<file path="src/rtl/sram_arb_pkg.sv">
// Shared types and widths for the SRAM bus arbiter.
package sram_arb_pkg;

  // Requester identity, also the payload of the in-order ID FIFO
  typedef enum logic {
    SRC_INST = 1'b0,
    SRC_DATA = 1'b1
  } src_t;

  localparam int SIZE_W  = 2;
  localparam int WSTRB_W = 4;

endpackage

</file>
<file path="src/rtl/sram_arb_idfifo.sv">
// In-order FIFO of requester IDs; one entry per accepted, not yet returned request.
module sram_arb_idfifo
  import sram_arb_pkg::*;
#(
  parameter int DEPTH = 4
) (
  input  logic clk_i,
  input  logic rst_ni,
  input  logic push_i,
  input  src_t din_i,
  input  logic pop_i,
  output logic full_o,
  output logic empty_o,
  output src_t head_o
);

  localparam int PW = $clog2(DEPTH);
  localparam int CW = PW + 1;

  src_t            mem_q [DEPTH];
  logic [PW-1:0]   wptr_q, rptr_q;
  logic [CW-1:0]   cnt_q;
  logic            do_push, do_pop;

  assign full_o  = (cnt_q == CW'(DEPTH));
  assign empty_o = (cnt_q == '0);
  assign head_o  = mem_q[rptr_q];

  // Guard against overflow/underflow so a stray pop can never corrupt the count
  assign do_push = push_i && !full_o;
  assign do_pop  = pop_i && !empty_o;

  // Pointers and occupancy; DEPTH is a power of two so pointers wrap naturally
  always_ff @(posedge clk_i or negedge rst_ni) begin
    if (!rst_ni) begin
      wptr_q <= '0;
      rptr_q <= '0;
      cnt_q  <= '0;
    end else begin
      if (do_push) wptr_q <= wptr_q + 1'b1;
      if (do_pop)  rptr_q <= rptr_q + 1'b1;
      case ({do_push, do_pop})
        2'b10:   cnt_q <= cnt_q + 1'b1;
        2'b01:   cnt_q <= cnt_q - 1'b1;
        default: cnt_q <= cnt_q;
      endcase
    end
  end

  // Storage needs no reset: an entry is only read after it has been written
  always_ff @(posedge clk_i) begin
    if (do_push) mem_q[wptr_q] <= din_i;
  end

endmodule

</file>
<file path="src/rtl/sram_bus_arbiter.sv">
// Two-to-one SRAM-like bus arbiter (fetch port vs load/store port).
// Grant is held from first presentation until addr_ok; returns are routed
// back in order through an ID FIFO.
// Optional feature: define SRAM_ARB_RR_EN for round-robin arbitration;
// otherwise the data port has fixed priority over the inst port.
module sram_bus_arbiter
  import sram_arb_pkg::*;
#(
  parameter int OUTSTANDING = 4,
  parameter int AW          = 32,
  parameter int DW          = 32
) (
  input  logic               clk,
  input  logic               resetn,
  // requester 0: instruction fetch
  input  logic               inst_req,
  input  logic               inst_wr,
  input  logic [SIZE_W-1:0]  inst_size,
  input  logic [WSTRB_W-1:0] inst_wstrb,
  input  logic [AW-1:0]      inst_addr,
  input  logic [DW-1:0]      inst_wdata,
  output logic               inst_addr_ok,
  output logic               inst_data_ok,
  output logic [DW-1:0]      inst_rdata,
  // requester 1: load/store
  input  logic               data_req,
  input  logic               data_wr,
  input  logic [SIZE_W-1:0]  data_size,
  input  logic [WSTRB_W-1:0] data_wstrb,
  input  logic [AW-1:0]      data_addr,
  input  logic [DW-1:0]      data_wdata,
  output logic               data_addr_ok,
  output logic               data_data_ok,
  output logic [DW-1:0]      data_rdata,
  // downstream
  output logic               m_req,
  output logic               m_wr,
  output logic [SIZE_W-1:0]  m_size,
  output logic [WSTRB_W-1:0] m_wstrb,
  output logic [AW-1:0]      m_addr,
  output logic [DW-1:0]      m_wdata,
  input  logic               m_addr_ok,
  input  logic               m_data_ok,
  input  logic [DW-1:0]      m_rdata
);

  typedef enum logic {
    ST_IDLE   = 1'b0,
    ST_LOCKED = 1'b1
  } st_t;

  st_t  state_q, state_d;
  src_t lock_src_q, lock_src_d;
  src_t pref, gnt;
  logic gnt_req, accept, ret_vld;
  logic fifo_full, fifo_empty;
  src_t fifo_head;

`ifdef SRAM_ARB_RR_EN
  src_t last_src_q;

  // Remember the winner of the most recent accept for round-robin
  always_ff @(posedge clk or negedge resetn) begin
    if (!resetn)     last_src_q <= SRC_INST;
    else if (accept) last_src_q <= gnt;
  end

  assign pref = (last_src_q == SRC_DATA) ? SRC_INST : SRC_DATA;
`else
  assign pref = SRC_DATA;
`endif

  // Grant: held source while locked, otherwise decided from live requests
  always_comb begin
    gnt = SRC_INST;
    if (state_q == ST_LOCKED)      gnt = lock_src_q;
    else if (inst_req && data_req) gnt = pref;
    else if (data_req)             gnt = SRC_DATA;
  end

  assign gnt_req = (gnt == SRC_DATA) ? data_req : inst_req;
  // A full FIFO blocks the request even if a pop is happening this cycle
  assign m_req   = gnt_req && !fifo_full;
  assign accept  = m_req && m_addr_ok;

  assign m_wr    = (gnt == SRC_DATA) ? data_wr    : inst_wr;
  assign m_size  = (gnt == SRC_DATA) ? data_size  : inst_size;
  assign m_wstrb = (gnt == SRC_DATA) ? data_wstrb : inst_wstrb;
  assign m_addr  = (gnt == SRC_DATA) ? data_addr  : inst_addr;
  assign m_wdata = (gnt == SRC_DATA) ? data_wdata : inst_wdata;

  assign inst_addr_ok = accept && (gnt == SRC_INST);
  assign data_addr_ok = accept && (gnt == SRC_DATA);

  // Lock state register
  always_ff @(posedge clk or negedge resetn) begin
    if (!resetn) begin
      state_q    <= ST_IDLE;
      lock_src_q <= SRC_INST;
    end else begin
      state_q    <= state_d;
      lock_src_q <= lock_src_d;
    end
  end

  // Lock next-state: latch the grant when the bus stalls the address phase
  always_comb begin
    state_d    = state_q;
    lock_src_d = lock_src_q;
    case (state_q)
      ST_IDLE: begin
        if (m_req && !m_addr_ok) begin
          state_d    = ST_LOCKED;
          lock_src_d = gnt;
        end
      end
      ST_LOCKED: begin
        if (m_addr_ok) state_d = ST_IDLE;
      end
      default: state_d = ST_IDLE;
    endcase
  end

  // Beats arriving with nothing outstanding are dropped
  assign ret_vld      = m_data_ok && !fifo_empty;
  assign inst_data_ok = ret_vld && (fifo_head == SRC_INST);
  assign data_data_ok = ret_vld && (fifo_head == SRC_DATA);
  assign inst_rdata   = m_rdata;
  assign data_rdata   = m_rdata;

  sram_arb_idfifo #(
    .DEPTH (OUTSTANDING)
  ) u_idfifo (
    .clk_i   (clk),
    .rst_ni  (resetn),
    .push_i  (accept),
    .din_i   (gnt),
    .pop_i   (ret_vld),
    .full_o  (fifo_full),
    .empty_o (fifo_empty),
    .head_o  (fifo_head)
  );

endmodule
</file>
<file path="config.mk">
export PLATFORM = sky130hd
export DESIGN_NAME = sram_bus_arbiter
export DESIGN_NICKNAME = d
export VERILOG_FILES = /design/src/rtl/sram_arb_pkg.sv /design/src/rtl/sram_arb_idfifo.sv /design/src/rtl/sram_bus_arbiter.sv
export SDC_FILE = /design/constraint.sdc
export NUM_CORES = 1
export LEC_CHECK = 0
export BUFFER_PORTS_ARGS = -buffer_cell sky130_fd_sc_hd__buf_2
export CAP_MARGIN = 10
export CORE_AREA = 2 2 124 126
export CTS_BUF_LIST = sky130_fd_sc_hd__clkbuf_8
export CTS_CLUSTER_SIZE = 8
export DETAILED_ROUTE_END_ITERATION = 8
export DIE_AREA = 0 0 126 128
export GPL_TIMING_DRIVEN = 0
export SETUP_SLACK_MARGIN = 0.15
export SYNTH_ARGS = -nofsm -noshare
export SYNTH_HDL_FRONTEND = slang
export SYNTH_SLANG_ARGS = --single-unit
</file>
<file path="constraint.sdc">
create_clock -name clk -period 3.5 [get_ports clk]
set_input_delay 0.525 -clock clk [delete_from_list [all_inputs] [get_ports clk]]
set_output_delay 0.525 -clock clk [all_outputs]
set_load 0.01 [all_outputs]
</file>
==> reports/metrics.csv <==
stage,metric,value,unit
setup_path,critical_path_peak_fanout,10,
clock_network,cts.path.max_buffers,2,
cells_and_area,fillerInstances,1705,
setup_path,critPathTopFamily,buffers and inverters,
global_routing,grt_first_pass_wirelength,14.2,mm
logic_synthesis,synth_top_flop_cell,dfrtp_1,
cells_and_area,n_antenna_cell,0,
logic_synthesis,synthesis.area_per_instance,5.86,µm²
logic_synthesis,synthMostInstantiatedCell,nand2_1,
clock_network,cts_hold_repair.buffers,0,
routing,routed-via-count,2970,
cells_and_area,area_growth_syn_to_layout,82.1,%
setup_path,cp_endpoint_kind,primary output,
global_routing,grt_antenna_before_repair,0,
setup_path,buffering_stage_count_on_the_worst_path_with_inverters_included,3,
routing,antenna_violating_nets_post_route,0,
setup_path,critPathRequiredTime,2.97,ns
logic_synthesis,synth_top_cell_by_area,nand2_1,
routing,drt-vias-per-instance,3.55,
setup_path,critical-path-slowest-cell,dfrtp_1,
clock_network,cts.clk_slew.worst_paths,0.06,ns
power_and_ir_drop,power_switching_share,50.1,%
routing,dr_drc_count,0,
flow_run,maxCapViolations,0,
global_routing,grt_overflow_total,0,
sta,count_of_endpoints_failing_hold_in_the_final_timing_report,0,
power_and_ir_drop,p_comb_share,76.5,%
setup_path,timing.critical_path.arrival,1.86,ns
logic_synthesis,yosys_warnings,0,
power_and_ir_drop,power.clock.fraction,7.8,%
logic_synthesis,seq_area_frac_synth,16.5,%
sta,setup_repair_after_global_routing_missed_its_margin,false,
setup_path,worstPathCellList,mux2i_1 -> buf_2 -> buf_2 -> nand2_1 -> nand2_1 -> buf_2,
global_routing,via_count_of_the_first_global_routing_pass,2572,
setup_path,path_class,register to primary output,
power_and_ir_drop,power_report.internal_total,0.000871,W
outcome,outcome,"finished, final reports clean",
floorplan,design.die.area,16100,µm²
routing,wire_per_inst,12.3,µm
setup_path,critPathLaunch,state_q,
setup_path,reg2reg_from,u_idfifo.cnt_q[0],
logic_synthesis,postSynth.asyncResetShare,69.2,%
placement,numPortBuffers,287,
worst_hold_path,hold_path_class,input port to async pin,
logic_synthesis,synth-seq-cells,13,
logic_synthesis,synthesis.nets,543,
clock_network,tritoncts.num_buffers,3,
clock_network,resized_cells_post_cts,0,
clock_network,cts_tree,done,
setup_path,startpoint_type,register,
floorplan,core_region_area,14900,µm²
routing,drt-total-wl,10.3,mm
logic_synthesis,number_of_distinct_library_cells_after_synthesis,27,
clock_network,worst_skew_pair.late_latency,0.25,ns
clock_network,clock_sinks,13,
logic_synthesis,yosys-top-cells-area,"nand2_1, buf_4, dfrtp_1, edfxtp_1, buf_2",
logic_synthesis,synth-edff-count,4,
clock_network,cts_max_level,1,
power_and_ir_drop,vdd.ir_drop.worst,325,µV
logic_synthesis,synth.cell_area,2090,µm²
floorplan,dieHeight,128,µm
sta,setup_tns,0,ns
global_routing,grt_max_degree,14,
power_and_ir_drop,seq_power_share,15.6,%
sta,clock-skew-final,0.00286,ns
placement,post-dp-hpwl,9.09,mm
logic_synthesis,synthDominantCellAreaShare,38.6,%
cells_and_area,nets,835,
global_routing,grt_util_all_layers,11.1,%
logic_synthesis,postSynthCellCount,357,
sta,slew_viol_final,0,
placement,gpl.final_weighted_congestion,0.789,
setup_path,timing.critical_path.slowest_cell_delay,0.39,ns
logic_synthesis,synth.cells.most_frequent,"nand2_1, buf_4, buf_2",
power_and_ir_drop,total_power,0.00175,W
power_and_ir_drop,power.static_leakage,2.50,nW
floorplan,placement_rows,45,
floorplan,design.portCount,320,
power_and_ir_drop,p_sw,0.000875,W
sta,slew_headroom,61.5,%
sta,finalCritPeriodShare,68.1,%
power_and_ir_drop,power_per_cell_area,459,nW/µm²
cells_and_area,layout-drive-gt1-share,57.7,%
floorplan,fp.dieW,126,µm
clock_network,postCtsSetupRepairBufs,0,
cells_and_area,fin_util,25.6,%
floorplan,start_util,14.1,%
routing,detail_route.first_pass.iterations,4,
sta,fmaxAchievable,0.420,GHz
sta,fin_crit,2.38,ns
sta,worstMarginPinSlew,0.578,ns
sta,report.final.setup_viol,0,
routing,detail_route.iter0.violations,80,
setup_path,critPathMostFrequentCell,buf_2,
clock_network,cts_root_buf,clkbuf_8,
==> cell usage in the layout (no fill, tap or decap), types with 2 or more instances in the layout <==
master	Yosys	layout
mux2i_1	2	2
xnor2_1	4	4
buf_4	64	64
xor2_1	2	2
dfrtp_1	9	9
inv_1	11	12
buf_2	15	302
clkbuf_8	0	3
nand2_1	215	215
ha_1	5	5
edfxtp_1	4	4
nor2_1	9	9
nand3_1	2	2
==> layer usage <==
metal | up-vias | wire length [µm] | global-route usage [%]
li1 | 1592 | - | -
met1 | 1234 | 4270 | 14.4
met2 | 139 | 4860 | 18.8
met3 | 5 | 1090 | 3.38
met4 | 0 | 38 | 1.36
met5 | - | 0 | 0
==> stage by stage <==
step | instance area [µm²] | worst slack [ns] | std cells | hold WS [ns]
2_1_floorplan | 2090 | 1.37 | 357 | 0.229
3_3_place_gp | 3760 | 1.13 | 832 | 0.393
3_5_place_dp | 3760 | 1.12 | 832 | 0.393
4_1_cts | 3810 | 1.05 | 836 | 0.127
5_1_grt | 3810 | 0.939 | 836 | 0.127
6_report | 3810 | 1.12 | 836 | 0.118
==> cell type report <==
type | count | area (µm²) | share of cell area [%]
timing repair buffer | 287 | 1440 | 37.7
tap | 188 | 235 | 6.18
inverter | 12 | 45.0 | 1.18
clock inverter | 1 | 3.75 | 0.0986
sequential | 13 | 345 | 9.07
clock buffer | 3 | 41.3 | 1.08
multi-input combinational | 251 | 1130 | 29.7
buffer | 81 | 571 | 15.0
==> worst paths after layout <==
| path | endpoint | slack (ns) | cells after the start |
|---|---|---|---|
| worst max-delay path | m_wdata[31] | 1.12 | 6 |
| worst min-delay path | u_idfifo.wptr_q[0] | 0.12 | 1 |
| worst max register to register | u_idfifo.cnt_q[2] | 1.25 | 9 |
| worst min register to register | u_idfifo.cnt_q[2] | 0.48 | 1 |
| max in group asynchronous | u_idfifo.rptr_q[0] | 3.20 | 1 |
| min in group clk | u_idfifo.cnt_q[2] | 0.48 | 1 |
==> registers in the layout, summed over array words and instances, names as in the netlist <==
| signal | count |
|---|---|
| u_idfifo.cnt_q | 3 |
| lock_src_q | 1 |
| state_q | 1 |
| u_idfifo.mem_q | 4 |
| u_idfifo.wptr_q | 2 |
| u_idfifo.rptr_q | 2 |
==> power groups by stage <==
stage          Combinational, W  Sequential (W)  Clock (W)
6_report                0.00134        0.000273   0.000137
5_1_grt                 0.00149        0.000287   0.000145
4_1_cts                 0.00136        0.000275   0.000139
3_5_place_dp            0.00135        0.000278          0
3_3_place_gp            0.00135        0.000276          0
2_1_floorplan          0.000808        0.000266          0
==> cell families (layout without fill, tap and decap cells) <==
group | after synthesis | in the layout | share of synthesized area (%)
AO/OA/AOI/OAI | 6 | 6 | 3.05
XOR/XNOR | 6 | 6 | 2.51
adder cells (fa/ha/maj) | 6 | 6 | 3.95
buffers and inverters | 93 | 384 | 29.4
flip-flops | 13 | 13 | 16.5
multiplexers | 4 | 4 | 2.75
AND/OR/NAND/NOR | 229 | 229 | 41.8
No activity file was read; power rests on OpenSTA's default activity.
